[config.mk]
export PLATFORM = sky130hd
export DESIGN_NAME = div_arbiter
export DESIGN_NICKNAME = d
export VERILOG_FILES = /design/src/rtl/div_arb_pkg.sv /design/src/rtl/rr_arb2.sv /design/src/rtl/div_arbiter.sv
export SDC_FILE = /design/constraint.sdc
export NUM_CORES = 1
export LEC_CHECK = 0
export ABC_AREA = 1
export CAP_MARGIN = 20
export CORE_MARGIN = 2
export CORE_UTILIZATION = 42
export DETAILED_ROUTE_END_ITERATION = 12
export GPL_TIMING_DRIVEN = 0
export PLACE_DENSITY = 0.8
export SKIP_LAST_GASP = 1
export SYNTH_ARGS = -nofsm -noshare
export SYNTH_HDL_FRONTEND = slang
export SYNTH_HIERARCHICAL = 1
export SYNTH_SLANG_ARGS = --single-unit
[constraint.sdc]
create_clock -name sys_clk -period 2.29 [get_ports sys_clk]
set_input_delay 0.687 -clock sys_clk [delete_from_list [all_inputs] [get_ports sys_clk]]
set_output_delay 0.687 -clock sys_clk [all_outputs]
set_load 0.02 [all_outputs]
[src/rtl/div_arb_pkg.sv]
// Shared types and constants for the two-requester divider arbiter.
`timescale 1ns/1ps
package div_arb_pkg;

    localparam int unsigned DIV_WIDTH = 16;

    // Quotient reported for divide-by-zero; truncated to the instance width.
    localparam logic [63:0] DIV0_QUOTIENT = '1;

    typedef enum logic [1:0] {
        IDLE  = 2'd0,
        ISSUE = 2'd1,
        WAIT  = 2'd2,
        RESP  = 2'd3
    } state_t;

endpackage

[src/rtl/rr_arb2.sv]
// Two-way round-robin picker: on a tie the requester that did not win last time is chosen.
`timescale 1ns/1ps
module rr_arb2 (
    input  logic [1:0] req,
    input  logic       last_grant,
    output logic [1:0] gnt,
    output logic       gnt_idx
);

    always_comb begin
        gnt_idx = 1'b0;
        gnt     = 2'b00;
        if (req == 2'b11) begin
            gnt_idx = ~last_grant;
        end else if (req[1]) begin
            gnt_idx = 1'b1;
        end
        if (req != 2'b00) begin
            gnt = gnt_idx ? 2'b10 : 2'b01;
        end
    end

endmodule

[src/rtl/div_arbiter.sv]
// Shares one sequential divider between two requesters with round-robin arbitration,
// local divide-by-zero handling and a bounded wait for the divider's done pulse.
`timescale 1ns/1ps
module div_arbiter
    import div_arb_pkg::*;
#(
    parameter int unsigned WIDTH   = DIV_WIDTH,
    parameter int unsigned TIMEOUT = 63
) (
    input  logic                 sys_clk,
    input  logic                 sys_rst_n,
    input  logic [1:0]           req_valid,
    output logic [1:0]           req_ready,
    input  logic [2*WIDTH-1:0]   req_dividend,
    input  logic [2*WIDTH-1:0]   req_divisor,
    output logic [1:0]           rsp_valid,
    output logic [WIDTH-1:0]     rsp_quotient,
    output logic [WIDTH-1:0]     rsp_remainder,
    output logic                 rsp_err,
    output logic                 div_start,
    output logic [WIDTH-1:0]     div_dividend,
    output logic [WIDTH-1:0]     div_divisor,
    input  logic                 div_done,
    input  logic [WIDTH-1:0]     div_quotient,
    input  logic [WIDTH-1:0]     div_remainder,
    output logic                 busy
);

    localparam int unsigned CNT_W = $clog2(TIMEOUT + 1);

    state_t             r_state;
    state_t             w_next_state;
    logic               r_last_grant;
    logic               r_gnt;
    logic [CNT_W-1:0]   r_cnt;
    logic [WIDTH-1:0]   r_div_dividend;
    logic [WIDTH-1:0]   r_div_divisor;
    logic               r_div_start;
    logic [1:0]         r_rsp_valid;
    logic [WIDTH-1:0]   r_rsp_quotient;
    logic [WIDTH-1:0]   r_rsp_remainder;
    logic               r_rsp_err;
    logic               r_busy;

    logic [1:0]         w_gnt;
    logic               w_gnt_idx;
    logic               w_accept;
    logic               w_rsp_idx;
    logic [WIDTH-1:0]   w_sel_dividend;
    logic [WIDTH-1:0]   w_sel_divisor;
    logic [WIDTH-1:0]   w_rsp_quotient;
    logic [WIDTH-1:0]   w_rsp_remainder;
    logic               w_rsp_err;

    rr_arb2 u_rr (
        .req        (req_valid),
        .last_grant (r_last_grant),
        .gnt        (w_gnt),
        .gnt_idx    (w_gnt_idx)
    );

    assign w_sel_dividend = w_gnt_idx ? req_dividend[2*WIDTH-1:WIDTH] : req_dividend[WIDTH-1:0];
    assign w_sel_divisor  = w_gnt_idx ? req_divisor[2*WIDTH-1:WIDTH]  : req_divisor[WIDTH-1:0];

    // Accept handshake must complete in the IDLE cycle itself, so ready is decoded from state.
    assign req_ready     = (sys_rst_n && (r_state == IDLE)) ? w_gnt : 2'b00;
    assign rsp_valid     = r_rsp_valid;
    assign rsp_quotient  = r_rsp_quotient;
    assign rsp_remainder = r_rsp_remainder;
    assign rsp_err       = r_rsp_err;
    assign div_start     = r_div_start;
    assign div_dividend  = r_div_dividend;
    assign div_divisor   = r_div_divisor;
    assign busy          = r_busy;

    always_ff @(posedge sys_clk or negedge sys_rst_n) begin
        if (!sys_rst_n) begin
            r_state <= IDLE;
        end else begin
            r_state <= w_next_state;
        end
    end

    always_comb begin
        w_next_state    = r_state;
        w_accept        = 1'b0;
        w_rsp_idx       = r_gnt;
        w_rsp_quotient  = r_rsp_quotient;
        w_rsp_remainder = r_rsp_remainder;
        w_rsp_err       = r_rsp_err;
        case (r_state)
            IDLE: begin
                if (req_valid != 2'b00) begin
                    w_accept  = 1'b1;
                    w_rsp_idx = w_gnt_idx;
                    if (w_sel_divisor == '0) begin
                        w_next_state    = RESP;
                        w_rsp_quotient  = WIDTH'(DIV0_QUOTIENT);
                        w_rsp_remainder = w_sel_dividend;
                        w_rsp_err       = 1'b1;
                    end else begin
                        w_next_state = ISSUE;
                    end
                end
            end
            ISSUE: begin
                w_next_state = WAIT;
            end
            WAIT: begin
                // A done pulse on the final counted cycle still counts as success.
                if (div_done) begin
                    w_next_state    = RESP;
                    w_rsp_quotient  = div_quotient;
                    w_rsp_remainder = div_remainder;
                    w_rsp_err       = 1'b0;
                end else if (r_cnt == CNT_W'(TIMEOUT)) begin
                    w_next_state    = RESP;
                    w_rsp_quotient  = '0;
                    w_rsp_remainder = '0;
                    w_rsp_err       = 1'b1;
                end
            end
            RESP: begin
                w_next_state = IDLE;
            end
            default: begin
                w_next_state = IDLE;
            end
        endcase
    end

    // Counter starts at zero in ISSUE so the abort lands TIMEOUT+1 cycles after div_start.
    always_ff @(posedge sys_clk or negedge sys_rst_n) begin
        if (!sys_rst_n) begin
            r_last_grant    <= 1'b1;
            r_gnt           <= 1'b0;
            r_cnt           <= '0;
            r_div_dividend  <= '0;
            r_div_divisor   <= '0;
            r_div_start     <= 1'b0;
            r_rsp_valid     <= 2'b00;
            r_rsp_quotient  <= '0;
            r_rsp_remainder <= '0;
            r_rsp_err       <= 1'b0;
            r_busy          <= 1'b0;
        end else begin
            if (w_accept) begin
                r_gnt          <= w_gnt_idx;
                r_div_dividend <= w_sel_dividend;
                r_div_divisor  <= w_sel_divisor;
                r_cnt          <= '0;
            end else if ((r_state == ISSUE) || (r_state == WAIT)) begin
                r_cnt <= r_cnt + CNT_W'(1);
            end
            if (r_state == RESP) begin
                r_last_grant <= r_gnt;
            end
            r_rsp_quotient  <= w_rsp_quotient;
            r_rsp_remainder <= w_rsp_remainder;
            r_rsp_err       <= w_rsp_err;
            r_div_start     <= (w_next_state == ISSUE);
            r_rsp_valid     <= (w_next_state == RESP) ? (w_rsp_idx ? 2'b10 : 2'b01) : 2'b00;
            r_busy          <= (w_next_state != IDLE);
        end
    end

endmodule

**Word-level counts from Yosys, hierarchy flattened**

Index checks and enable logic that the tools add are counted.

- Add/sub/neg operators: 1
- Equality and inequality tests: 10
- Mux-type cells: 34
- Bitwise logic cells: 1
- Reductions and logical operators: 9

Operators with widths:

| cell | number |
|---|---|
| $mux 16 | 9 |
| $pmux 16 s2 | 2 |
| $mux 2 | 9 |
| $logic_not 16->1 | 1 |
| $mux 6 | 2 |
| $mux 1 | 10 |
| $eq 2x2->1 const B | 4 |
| $pmux 2 s4 | 1 |
| $reduce_bool 2->1 | 4 |
| $add 6x1->6 const B | 1 |
| $eq 6x6->1 const B | 1 |
| $eq 2x1->1 const B | 2 |
| $ne 2x1->1 const B | 2 |
| $reduce_and 4->1 | 1 |
| $ne 3x3->1 const B | 1 |
| $logic_not 2->1 | 1 |
| $pmux 1 s2 | 1 |
| $logic_and 1x1->1 | 1 |
| $logic_or 1x1->1 | 1 |
| $not 1->1 | 1 |

- Bits in registers: 79
- Output and inout bits: 71
- Word-level logic and storage cells: 67

**Depth between registers and ports, before layout**

- Depth in word-level cells: 9
- Mapped depth: 16
- Gate-level depth less buffers: 13

**Hierarchy**

Netlist, hierarchy kept.

By module, submodules not included:

| module | instances | cells an instance | area an instance (µm²) |
|---|---|---|---|
| div_arbiter | 1 | 477 | 3,898.7 |
| rr_arb2 | 1 | 6 | 25.0 |

**Least setup slack after synthesis**

Ideal clock, no wire load.

- Path kind: input -> register
- From: in req_valid[1]
- To: reg r_rsp_err, in the netlist rsp_err
- Setup time: 117 ps
- Arrival time: 1,999 ps
- Required time: 2,173 ps
- Slack: 174 ps
- Cell stages on the path: 16
- Path buffers: 3
- Cells stage by stage: inv_1 > a21oi_1 > buf_6 > inv_4 > buf_6 > nand2_1 > nand2_1 > nor2_1 > nand3_1 > nor2_1 > nand2_1 > nand2_4 > nand2_4 > buf_6 > nand2_1 > nand2_1

- Word-level cells in the longest chain between the ends: 6

RTL lines:

| item | RTL line | RTL |
|---|---|---|
| start: declaration | div_arbiter.sv:12 | `input logic [1:0] req_valid,` |
| $eq 2x2->1 / $mux 1 (equally long branches) | rr_arb2.sv:13, rr_arb2.sv:15 |  |
| $mux 1 (*) | rr_arb2.sv:13 | `if (req == 2'b11) begin` |
| named net w_gnt_idx | div_arbiter.sv:46 | `logic w_gnt_idx;` |
| $mux 16 (*) | div_arbiter.sv:63 | `assign w_sel_divisor = w_gnt_idx ? req_divisor[2*WIDTH-1:WIDTH] : req_divisor[WIDTH-1:0];` |
| $logic_not 16->1 (*) | div_arbiter.sv:96 | `if (w_sel_divisor == '0) begin` |
| $ne 2x1->1 (no line) (*) | n/a |  |
| $reduce_and 4->1 (no line) (*) | n/a |  |
| end signal: assignment | div_arbiter.sv:160 | `r_rsp_err <= w_rsp_err;` |
| end: declaration | div_arbiter.sv:42 | `logic r_rsp_err;` |

The timed path passes the listed nets; every way through them passes the cells marked *.
A chain may end at the register's enable or synchronous reset.

**Final worst setup path**

- From: reg r_state[0]
- To: out req_ready[0]

- Word-level cells in the longest chain between the ends: 3

RTL lines:

| item | RTL line | RTL |
|---|---|---|
| start: declaration | div_arbiter.sv:31 | `state_t r_state;` |
| start signal: assignment | div_arbiter.sv:80 | `r_state <= w_next_state;` |
| $logic_not 2->1 | div_arbiter.sv:66 | `assign req_ready = (sys_rst_n && (r_state == IDLE)) ? w_gnt : 2'b00;` |
| $logic_and 1x1->1 | div_arbiter.sv:66 |  |
| $mux 2 | div_arbiter.sv:66 |  |
| end: declaration | div_arbiter.sv:13 | `output logic [1:0] req_ready,` |

Every way passes these cells.

==> impl_metrics.csv <==
group,metric,value,unit
setup_path,crit_buf_inv,2,
setup_path,reg2regPathDepth,14,
setup_path,crit_start,"r_state[0]",
setup_path,cp_max_fo,4,
synthesis,syn_inst,483,
setup_path,critical_path.max_stage_delay,0.41,ns
hold_path,hold_class,"input port to asynchronous set/reset pin",
synthesis,seq_area_frac_synth,50.4,%
floorplan,rows,35,
clocking,cts_hold_buf,0,
clocking,clkSinkCount,79,
cells_and_area,layout_common_cells,"nand2_1, clkdlybuf4s50_1, dfrtp_1",
setup_path,end_kind,"output pin",
floorplan,dieArea,10100,um^2
route,vias,4073,
clocking,clk_path_buf_depth,2,
floorplan,die_y,101,um
placement,dpl.hpwl,9270,um
timing,hold_violations,0,
grt,grt_pass1_vias,4005,
cells_and_area,syn_to_final_growth,56.6,%
cells_and_area,fin_cells,791,
placement,place_congestion,0.843,
setup_path,r2r-end,"rsp_quotient[13]",
timing,finalCritPeriodShare,97.7,%
synthesis,synth_seq_cells,79,
clocking,h-tree-depth,3,
route,drcViolationCount,0,
synthesis,synth_warnings,6,
timing,tightestPinTransition,0.543,ns
synthesis,synth_area,3920,um^2
timing,finalCriticalPeriod,2.24,ns
grt,grt_max_degree,31,
cells_and_area,layout.nets,781,
grt,antenna_found_initial,0,
grt,grt_usage,24.5,%
setup_path,required,1.60,ns
pwr,p_per_area,1360,nW/um^2
synthesis,synth_area_per_cell,8.12,um^2
cells_and_area,nFillCells,768,
placement,io_buffers,170,
cells_and_area,utilization,67.1,%
cells_and_area,seq_area,1980,um^2
route,first_iter_violations,185,
flow_run,maxCapViolations,0,
cells_and_area,multi_input_area,1770,um^2
placement,placed_cells,765,
route,routed_wl,12400,um
setup_path,criticalPathCategory,"register to output pin",
setup_path,arrival,1.55,ns
pwr,vdd_ir_drop_max,0.596,mV
synthesis,ys_types,27,
setup_path,rr_startpoint,"r_last_grant",
clocking,tritoncts,"built",
setup_path,crit_family,"buffers and inverters",
cells_and_area,drive_above_1_share,9.12,%
setup_path,path_cells,"inv_1, ha_2, and3_1, clkdlybuf4s15_2",
timing,slew_headroom,63.8,%
floorplan,start_util,42.9,%
route,viasPerCell,5.15,
timing,max_freq,0.447,GHz
floorplan,core,9150,um^2
clocking,clkTransAtPathRegs,0.08,ns
status,status,"finished clean",
setup_path,endpoint,"req_ready[0]",
timing,rsz0062_at_grt,"true",
timing,drv_slew,0,
route,wl_per_cell,15.6,um
clocking,cts_buffers,9,
grt,overflow,0,
floorplan,ioPinCount,172,
cells_and_area,diodes,0,
timing,finalClockSkew,0.0119,ns
pwr,p_leak,0.00283,uW
cells_and_area,layout_commonest_cell,"nand2_1",
setup_path,start_kind,"register",
floorplan,die_x,101,um
setup_path,cp.depth,4,
route,dr.pass1.iters,5,
clocking,cts-root-buf,"clkbuf_8",
synthesis,syn_nets,589,
setup_path,reg2reg_slack,0.12,ns
timing,report.final.setup_viol,0,
setup_path,critical-path-slowest-cell,"dfrtp_1",
route,ant_nets,0,
clocking,clk_latency,0.34,ns
grt,grt_first_pass_wirelength,19500,um
==> stage by stage <==
stage | cell area (um^2) | TNS [ns] | worst slack, ns | power (uW) | hold slack [ns]
after floorplan | 3920 | 0 | 0.174 | 5180 | 0.391
after global placement | 5760 | -211.36 | -3.24 | 7080 | 0.451
after detailed placement | 5790 | -32.20 | -0.668 | 7230 | 0.459
after global routing | 6150 | -0.0371 | -0.0371 | 8970 | 0.183
final | 6150 | 0 | 0.0519 | 8370 | 0.179
after CTS | 6120 | 0 | 0.00919 | 8320 | 0.184
==> kinds of logic (layout without fill, tap and decap cells) <==
| kind of cell | count (synthesis) | in the layout | share of synthesized area (%) |
|---|---|---|---|
| adder cells (fa/ha/maj) | 5 | 5 | 1.59 |
| buffers and inverters | 47 | 243 | 5.99 |
| multiplexers | 17 | 17 | 4.37 |
| flip-flops | 79 | 79 | 50.4 |
| AND/OR/NAND/NOR | 270 | 271 | 28.7 |
| AO/OA/AOI/OAI | 65 | 65 | 8.96 |
==> state kept, by name, indices dropped and copies added, names as in the netlist <==
name,cells
div_dividend,16
div_divisor,16
rsp_quotient,16
rsp_remainder,16
r_cnt,6
r_state,2
rsp_valid,2
busy,1
div_start,1
r_gnt,1
r_last_grant,1
rsp_err,1
==> routing by layer <==
layer,GRT usage (%),up-vias,wire (um)
li1,-,1967,-
met1,31.5,1944,5180
met5,0,-,0
met2,41.6,128,6220
met3,2.70,34,492
met4,11.4,0,478
==> power breakdown <==
group          internal (uW)  switching [uW]  leakage [uW]
clock network            426             472     0.0000817
logic                   2190            2830       0.00179
registers               2090             363      0.000955
==> layout make-up <==
| class | count | share of cell area [%] |
|---|---|---|
| Sequential cell | 79 | 32.2 |
| Timing Repair Buffer | 180 | 30.1 |
| Multi-Input combinational cell | 358 | 28.8 |
| Buffer | 31 | 2.95 |
| Clock buffer | 15 | 2.54 |
| Tap cell | 111 | 2.26 |
| Inverter | 16 | 1.02 |
| Clock inverter | 1 | 0.0814 |
==> worst register-to-register path, stage by stage (launching register included) <==
cell     delay, ns
dfstp_2       0.57
a21oi_2       0.06
buf_6         0.13
buf_2         0.17
nand2_1       0.10
nand2_1       0.05
nor2_1        0.14
nand3_1       0.13
nor2_2        0.13
nand2_2       0.09
nand2_4       0.15
nand2_8       0.09
buf_6         0.15
nand2_1       0.06
nand2_1       0.05
==> worst min-delay path by stage <==
stage | to | slack, ns | cells after the start
floorplan | busy | 0.39 | 0
global placement | r_cnt[5] | 0.45 | 1
detailed placement | rsp_quotient[15] | 0.46 | 2
CTS | rsp_quotient[11] | 0.18 | 1
global route | rsp_quotient[11] | 0.18 | 1
finish | rsp_quotient[11] | 0.18 | 1
==> timing repair <==
action | 4_1_cts | 5_1_grt
endpoints found under the setup margin | 47 | 40
pin swaps | 5 | 4
setup buffers | 3 | 1
gates cloned | 6 | 0
gates resized for setup | 25 | 16
==> cell usage after synthesis <==
master    instances  area, um^2
clkbuf_1         18        67.6
mux2i_1          16         160
mux2_2            1        11.3
or2_1             3        18.8
nand2_1         172         646
nor3b_1           1        7.51
nand4_1           1        6.26
nor3_1            4        20.0
nand3_1          54         270
o21ai_1           3        15.0
dfrtp_1          78        1950
inv_1            15        56.3
o211ai_2          1        12.5
buf_6             5        56.3
a21oi_1           7        35.0
nand2_4           2        22.5
dfstp_2           1        26.3
buf_2             3        15.0
buf_4             4        30.0
and3_1            2        12.5
buf_1             1        3.75
inv_4             1        6.26
ha_1              5        62.6
a31oi_1          15        93.8
nor2_1           29         109
or2_2             2        12.5
o21ai_0          39         195
Note: power is estimated with default switching activity, not from simulation.
